[src/rtl/mem_stall_ctrl_pkg.sv]
// Shared types and constants for the data-cache stall controller.
package mem_ctrl_pkg;
  localparam int STATE_W = 3;

  localparam logic [5:0] OP_LW = 6'h23;
  localparam logic [5:0] OP_SW = 6'h2B;

  typedef enum logic [STATE_W-1:0] {
    IDLE      = 3'd0,
    ISSUE     = 3'd1,
    CHECK     = 3'd2,
    HIT_WAIT  = 3'd3,
    MISS_WAIT = 3'd4,
    RELEASE   = 3'd5
  } state_t;

  function automatic logic isMemOp(input logic valid, input logic [5:0] op);
    return valid && (op == OP_LW || op == OP_SW);
  endfunction
endpackage

[src/rtl/mem_stall_ctrl_if.sv]
// Pipeline/cache side signals of the stall controller; perf counters are
// always present and read as zero unless MEM_STALL_PERF_EN is defined.
interface mem_stall_ctrl_if;
  import mem_ctrl_pkg::*;

  logic [5:0]         op_d;
  logic               valid_d;
  logic               mult_busy;
  logic               cache_hit;
  logic               cache_busy;
  logic               stall_f;
  logic               stall_fd;
  logic               flush_de;
  logic               rf_wr_block;
  logic               mem_err;
  logic [STATE_W-1:0] state_o;
  logic [31:0]        hit_cnt;
  logic [31:0]        miss_cnt;
  logic [31:0]        stall_cycles;

  modport master (
    output op_d, valid_d, mult_busy, cache_hit, cache_busy,
    input  stall_f, stall_fd, flush_de, rf_wr_block, mem_err, state_o,
           hit_cnt, miss_cnt, stall_cycles
  );

  modport slave (
    input  op_d, valid_d, mult_busy, cache_hit, cache_busy,
    output stall_f, stall_fd, flush_de, rf_wr_block, mem_err, state_o,
           hit_cnt, miss_cnt, stall_cycles
  );
endinterface

[src/rtl/mem_stall_ctrl_timer.sv]
// Loadable down-counter shared by the hit and miss wait states.
module stall_timer #(
  parameter int CNT_W = 5
) (
  input  logic             clk,
  input  logic             reset_n,
  input  logic             load,
  input  logic [CNT_W-1:0] loadVal,
  input  logic             dec,
  output logic             zero
);
  logic [CNT_W-1:0] cnt;

  always_ff @(posedge clk or negedge reset_n) begin
    if (!reset_n)      cnt <= '0;
    else if (load)     cnt <= loadVal;
    else if (dec)      cnt <= cnt - 1'b1;
  end

  assign zero = (cnt == '0);
endmodule

[src/rtl/mem_stall_ctrl.sv]
// Data-cache stall/sequencing FSM for the 5-stage pipeline.
// Optional perf counters are built when MEM_STALL_PERF_EN is defined.
module mem_stall_ctrl
  import mem_ctrl_pkg::*;
#(
  parameter int HIT_LAT      = 4,
  parameter int MISS_TIMEOUT = 31,
  parameter int CNT_W        = 5
) (
  input  logic            clk,
  input  logic            reset_n,
  mem_stall_ctrl_if.slave bus
);
  localparam logic [CNT_W-1:0] HIT_LOAD  = CNT_W'(HIT_LAT - 1);
  localparam logic [CNT_W-1:0] MISS_LOAD = CNT_W'(MISS_TIMEOUT - 1);

  state_t           state, stateNext;
  logic             busyPrev, memErr, setErr, busyFall;
  logic             stall, rfBlock;
  logic             tLoad, tDec, tZero;
  logic [CNT_W-1:0] tLoadVal;

  always_ff @(posedge clk or negedge reset_n) begin
    if (!reset_n) begin
      state    <= IDLE;
      busyPrev <= 1'b0;
      memErr   <= 1'b0;
    end else begin
      state    <= stateNext;
      busyPrev <= bus.cache_busy;
      if (setErr) memErr <= 1'b1;
    end
  end

  assign busyFall = busyPrev && !bus.cache_busy;

  always_comb begin
    stateNext = state;
    tLoad     = 1'b0;
    tLoadVal  = '0;
    tDec      = 1'b0;
    setErr    = 1'b0;
    stall     = 1'b0;
    rfBlock   = 1'b0;
    unique case (state)
      IDLE:
        if (isMemOp(bus.valid_d, bus.op_d) && !bus.mult_busy) stateNext = ISSUE;
      ISSUE: begin
        stall     = 1'b1;
        stateNext = CHECK;
      end
      CHECK: begin
        stall = 1'b1;
        tLoad = 1'b1;
        if (bus.cache_hit) begin
          tLoadVal  = HIT_LOAD;
          stateNext = HIT_WAIT;
        end else begin
          tLoadVal  = MISS_LOAD;
          stateNext = MISS_WAIT;
        end
      end
      HIT_WAIT: begin
        stall = 1'b1;
        if (tZero) stateNext = RELEASE;
        else       tDec      = 1'b1;
      end
      MISS_WAIT: begin
        stall   = 1'b1;
        rfBlock = 1'b1;
        // A fill completing on the timeout cycle still counts as success.
        if (busyFall) stateNext = RELEASE;
        else if (tZero) begin
          setErr    = 1'b1;
          stateNext = RELEASE;
        end else tDec = 1'b1;
      end
      // Decode is masked here so the just-unfrozen instruction is not re-issued.
      RELEASE: stateNext = IDLE;
      default: stateNext = IDLE;
    endcase
  end

  stall_timer #(.CNT_W(CNT_W)) uTimer (
    .clk     (clk),
    .reset_n (reset_n),
    .load    (tLoad),
    .loadVal (tLoadVal),
    .dec     (tDec),
    .zero    (tZero)
  );

  assign bus.stall_f     = stall | bus.mult_busy;
  assign bus.stall_fd    = stall;
  assign bus.flush_de    = stall;
  assign bus.rf_wr_block = rfBlock;
  assign bus.mem_err     = memErr;
  assign bus.state_o     = state;

`ifdef MEM_STALL_PERF_EN
  logic [31:0] hitCnt, missCnt, stallCyc;

  always_ff @(posedge clk or negedge reset_n) begin
    if (!reset_n) begin
      hitCnt   <= '0;
      missCnt  <= '0;
      stallCyc <= '0;
    end else begin
      if (state == CHECK && bus.cache_hit && hitCnt != 32'hFFFF_FFFF)
        hitCnt <= hitCnt + 32'd1;
      if (state == CHECK && !bus.cache_hit && missCnt != 32'hFFFF_FFFF)
        missCnt <= missCnt + 32'd1;
      if (stall && stallCyc != 32'hFFFF_FFFF)
        stallCyc <= stallCyc + 32'd1;
    end
  end

  assign bus.hit_cnt      = hitCnt;
  assign bus.miss_cnt     = missCnt;
  assign bus.stall_cycles = stallCyc;
`else
  assign bus.hit_cnt      = 32'h0;
  assign bus.miss_cnt     = 32'h0;
  assign bus.stall_cycles = 32'h0;
`endif
endmodule
[src/flat_wrapper.sv]
// flat-port wrapper written by rule: the top's interface ports become plain ports
module mem_stall_ctrl_flat import mem_ctrl_pkg::*;
#(
  parameter int HIT_LAT      = 4,
  parameter int MISS_TIMEOUT = 31,
  parameter int CNT_W        = 5
)
  (clk, reset_n, bus_op_d, bus_valid_d, bus_mult_busy, bus_cache_hit, bus_cache_busy, bus_stall_f, bus_stall_fd, bus_flush_de, bus_rf_wr_block, bus_mem_err, bus_state_o, bus_hit_cnt, bus_miss_cnt, bus_stall_cycles);
  mem_stall_ctrl_if bus_i ();
  input  logic clk;
  input  logic reset_n;
  input wire logic [$bits(bus_i.op_d)-1:0] bus_op_d;
  input wire logic [$bits(bus_i.valid_d)-1:0] bus_valid_d;
  input wire logic [$bits(bus_i.mult_busy)-1:0] bus_mult_busy;
  input wire logic [$bits(bus_i.cache_hit)-1:0] bus_cache_hit;
  input wire logic [$bits(bus_i.cache_busy)-1:0] bus_cache_busy;
  output wire logic [$bits(bus_i.stall_f)-1:0] bus_stall_f;
  output wire logic [$bits(bus_i.stall_fd)-1:0] bus_stall_fd;
  output wire logic [$bits(bus_i.flush_de)-1:0] bus_flush_de;
  output wire logic [$bits(bus_i.rf_wr_block)-1:0] bus_rf_wr_block;
  output wire logic [$bits(bus_i.mem_err)-1:0] bus_mem_err;
  output wire logic [$bits(bus_i.state_o)-1:0] bus_state_o;
  output wire logic [$bits(bus_i.hit_cnt)-1:0] bus_hit_cnt;
  output wire logic [$bits(bus_i.miss_cnt)-1:0] bus_miss_cnt;
  output wire logic [$bits(bus_i.stall_cycles)-1:0] bus_stall_cycles;
  assign bus_i.op_d = bus_op_d;
  assign bus_i.valid_d = bus_valid_d;
  assign bus_i.mult_busy = bus_mult_busy;
  assign bus_i.cache_hit = bus_cache_hit;
  assign bus_i.cache_busy = bus_cache_busy;
  assign bus_stall_f = bus_i.stall_f;
  assign bus_stall_fd = bus_i.stall_fd;
  assign bus_flush_de = bus_i.flush_de;
  assign bus_rf_wr_block = bus_i.rf_wr_block;
  assign bus_mem_err = bus_i.mem_err;
  assign bus_state_o = bus_i.state_o;
  assign bus_hit_cnt = bus_i.hit_cnt;
  assign bus_miss_cnt = bus_i.miss_cnt;
  assign bus_stall_cycles = bus_i.stall_cycles;
  mem_stall_ctrl #(.HIT_LAT(HIT_LAT), .MISS_TIMEOUT(MISS_TIMEOUT), .CNT_W(CNT_W)) u_core (.clk(clk), .reset_n(reset_n), .bus(bus_i));
endmodule
[config.mk]
export PLATFORM = sky130hd
export DESIGN_NAME = mem_stall_ctrl_flat
export DESIGN_NICKNAME = d
export VERILOG_FILES = /design/src/rtl/mem_stall_ctrl_pkg.sv /design/src/rtl/mem_stall_ctrl_if.sv /design/src/rtl/mem_stall_ctrl_timer.sv /design/src/rtl/mem_stall_ctrl.sv /design/src/flat_wrapper.sv
export SDC_FILE = /design/constraint.sdc
export NUM_CORES = 1
export LEC_CHECK = 0
export ABC_AREA = 0
export CAP_MARGIN = 15
export CORE_MARGIN = 4
export CORE_UTILIZATION = 33
export DETAILED_ROUTE_END_ITERATION = 10
export PLACE_DENSITY = 0.89
export SLEW_MARGIN = 0
export SYNTH_ARGS = -nofsm -noshare
export SYNTH_HDL_FRONTEND = slang
export SYNTH_SLANG_ARGS = --single-unit
[constraint.sdc]
create_clock -name clk -period 2.3 [get_ports clk]
set_input_delay 0.46 -clock clk [delete_from_list [all_inputs] [get_ports clk]]
set_output_delay 0.46 -clock clk [all_outputs]
set_load 0.05 [all_outputs]
==> results.yml <==
outcome:
  status: "complete, no violations"
sta:
  min_period_ps: 2150
  worst_pin_slew_ps: 749
  slew_violations: 0
  max_freq_mhz: 466
  slew-limit-headroom_pct: 50.0
  fin_ws_ps: 154
  hold_viol: 0
  post-route-period-util_pct: 93.3
  setup_tns_ps: 0
  setup_viol: 0
  finClkSkew_ps: 3.29
  rsz0062_at_grt: "false"
yosys:
  post-synth-top-area-fraction_pct: 52.8
  synth.most_common_cell: "buf_4"
  yosysSeqAreaShare_pct: 18.1
  synthFlopType: "dfrtp_1"
  synth_warnings: 0
  ys_types: 37
  synth_commonest_cells: "buf_4, dfrtp_1, nand2_1, nor2_1, o21ai_0"
  synth_edf_count: 0
  netlist_area_um2: 1380
  synth_top_cells_by_area: "buf_4, dfrtp_1, a31oi_1, ha_1, o21ai_0"
  syn-instance-count: 166
  ys_ff_latch: 10
  synth_area_per_cell_um2: 8.31
  yosys.area.top_type: "buf_4"
  async_reset_ff_share_pct: 100
placement:
  dp_hpwl_um: 1980
  place_area_um2: 1240
  port_buffers: 18
  pre_cts_ws_ps: 156
  gp_congestion: 0.727
layout:
  diodes: 0
  fin_area_um2: 1280
  nets: 198
  drive_above_1_share_pct: 8.79
  syn_to_final_growth_pct: -6.90
  fin_util_pct: 31.9
  fill_cells: 425
cts:
  cts.repair.resized: 0
  htreeDepth: 1
  cts_buffers: 3
  tritoncts: "done"
  clk_latency_ps: 230
  cts_hold_buf: 0
  cts.path.max_buffers: 2
  root_buffer: "clkbuf_8"
  path_clk_slew_ps: 50
  cts_setup_buffers: 0
  cts.sinks: 10
drt:
  drc_errors: 0
  drtAntennaViolNets: 0
  drt_iter0_drc: 53
  firstDrtPassIters: 4
  viasPerCell: 3.66
  wl_um: 2330
  wl_per_cell_um: 10.1
  routed-via-count: 850
setup_path:
  slowest_stage: "clkdlybuf4s50_1"
  path_max_fanout: 11
  worstSetupStartpointType: "flip-flop"
  required_ps: 1840
  critPathKind: "flip-flop to output port"
  cp.arrival_ps: 1690
  worst_setup_path_end_kind: "output port"
  slowest_delay_ps: 890
  cp_top_family: "buffers and inverters"
  path_buf_inv: 1
  path_cells: "clkdlybuf4s50_1"
power_and_ir_drop:
  p_per_area_nw_per_um2: 1280
  irDropWorstVdd_v: 0.000348
  finalPower_mw: 1.64
  p_leak_nw: 0.659
job:
  cap_violations: 0
floorplanning:
  die_h_um: 72.6
  start_util_pct: 34.2
  fp.coreArea_um2: 4030
  fp-row-count: 23
  chipWidth_um: 72.6
  design.portCount: 116
  fp.dieArea_um2: 5280
global_routing:
  grt_pass1_vias: 691
  grt_pass1_wl_um: 3080
  antenna_found_initial: 0
  grt_util_all_layers_pct: 7.42
  grt_max_degree: 16
  overflow: 0
worst_hold_path:
  hp-class: "flip-flop to flip-flop"
placed cells by master (no fill, tap or decap), types with 3 or more instances in the layout:
master           instances
dfrtp_1                 10
clkbuf_8                 3
nor2_1                   5
clkdlybuf4s50_1         13
o21ai_0                  5
nand2_1                  5
buf_4                    5
conb_1                  96
a31oi_1                  4
inv_1                    3
state kept, by name (all words and copies together), names as in the netlist:
name,count
u_core.bus.mem_err,1
u_core.bus.state_o,3
u_core.busyPrev,1
u_core.uTimer.cnt,5
path summary, 6_finish.rpt:
check / cells after the start / from / end / slack (ps)
setup / recovery: 1 / u_core.bus.state_o[0] / bus_state_o[0] / 150
hold / removal: 1 / u_core.bus.mem_err / u_core.bus.mem_err / 470
setup reg to reg: 6 / u_core.uTimer.cnt[0] / u_core.uTimer.cnt[0] / 280
hold reg to reg: 1 / u_core.bus.mem_err / u_core.bus.mem_err / 470
max in group asynchronous: 1 / reset_n / u_core.bus.mem_err / 1430
min in group asynchronous: 1 / reset_n / u_core.uTimer.cnt[4] / 550
power breakdown:
group          internal (mW)  switching, mW  total [mW]
Sequential             0.247          0.124       0.371
Combinational          0.283          0.809        1.09
Clock                  0.114         0.0618       0.176
Total                  0.644          0.995        1.64
cell type report:
class	instances	area, µm²	share of cell area (%)
tap	50	62.6	4.87
sequential	10	250	19.5
inverter	3	11.3	0.877
clock buffer	3	41.3	3.22
timing repair buffer	18	168	13.1
multi-input combinational	148	751	58.5
cells by family (layout without fill, tap and decap cells):
logic type               Yosys count  in the layout  synth area share, %
adder cells (fa/ha/maj)            2              2                 1.81
AND/OR/NAND/NOR                   28             28                 13.2
other                              1             96                0.272
flip-flops                        10             10                 18.1
buffers and inverters            103             24                 54.6
AO/OA/AOI/OAI                     21             21                 11.3
XOR/XNOR                           1              1                0.635
through the flow:
| step | hold WS [ps] | std cells |
|---|---|---|
| floorplan | 164 | 261 |
| finish | 470 | 232 |
| detailed placement | 471 | 229 |
| CTS | 481 | 232 |
| global placement | 454 | 229 |
| global route | 505 | 232 |
metal layers:
| layer | share of wire [%] | vias to the layer above | GRT usage [%] |
|---|---|---|---|
| met5 | 0 | - | 0 |
| met4 | 0.81 | 0 | 1.84 |
| met3 | 13 | 2 | 3.44 |
| met2 | 54 | 66 | 12.6 |
| met1 | 32 | 391 | 8.40 |
| li1 | - | 391 | - |
Note: power is estimated with default switching activity, not from simulation.
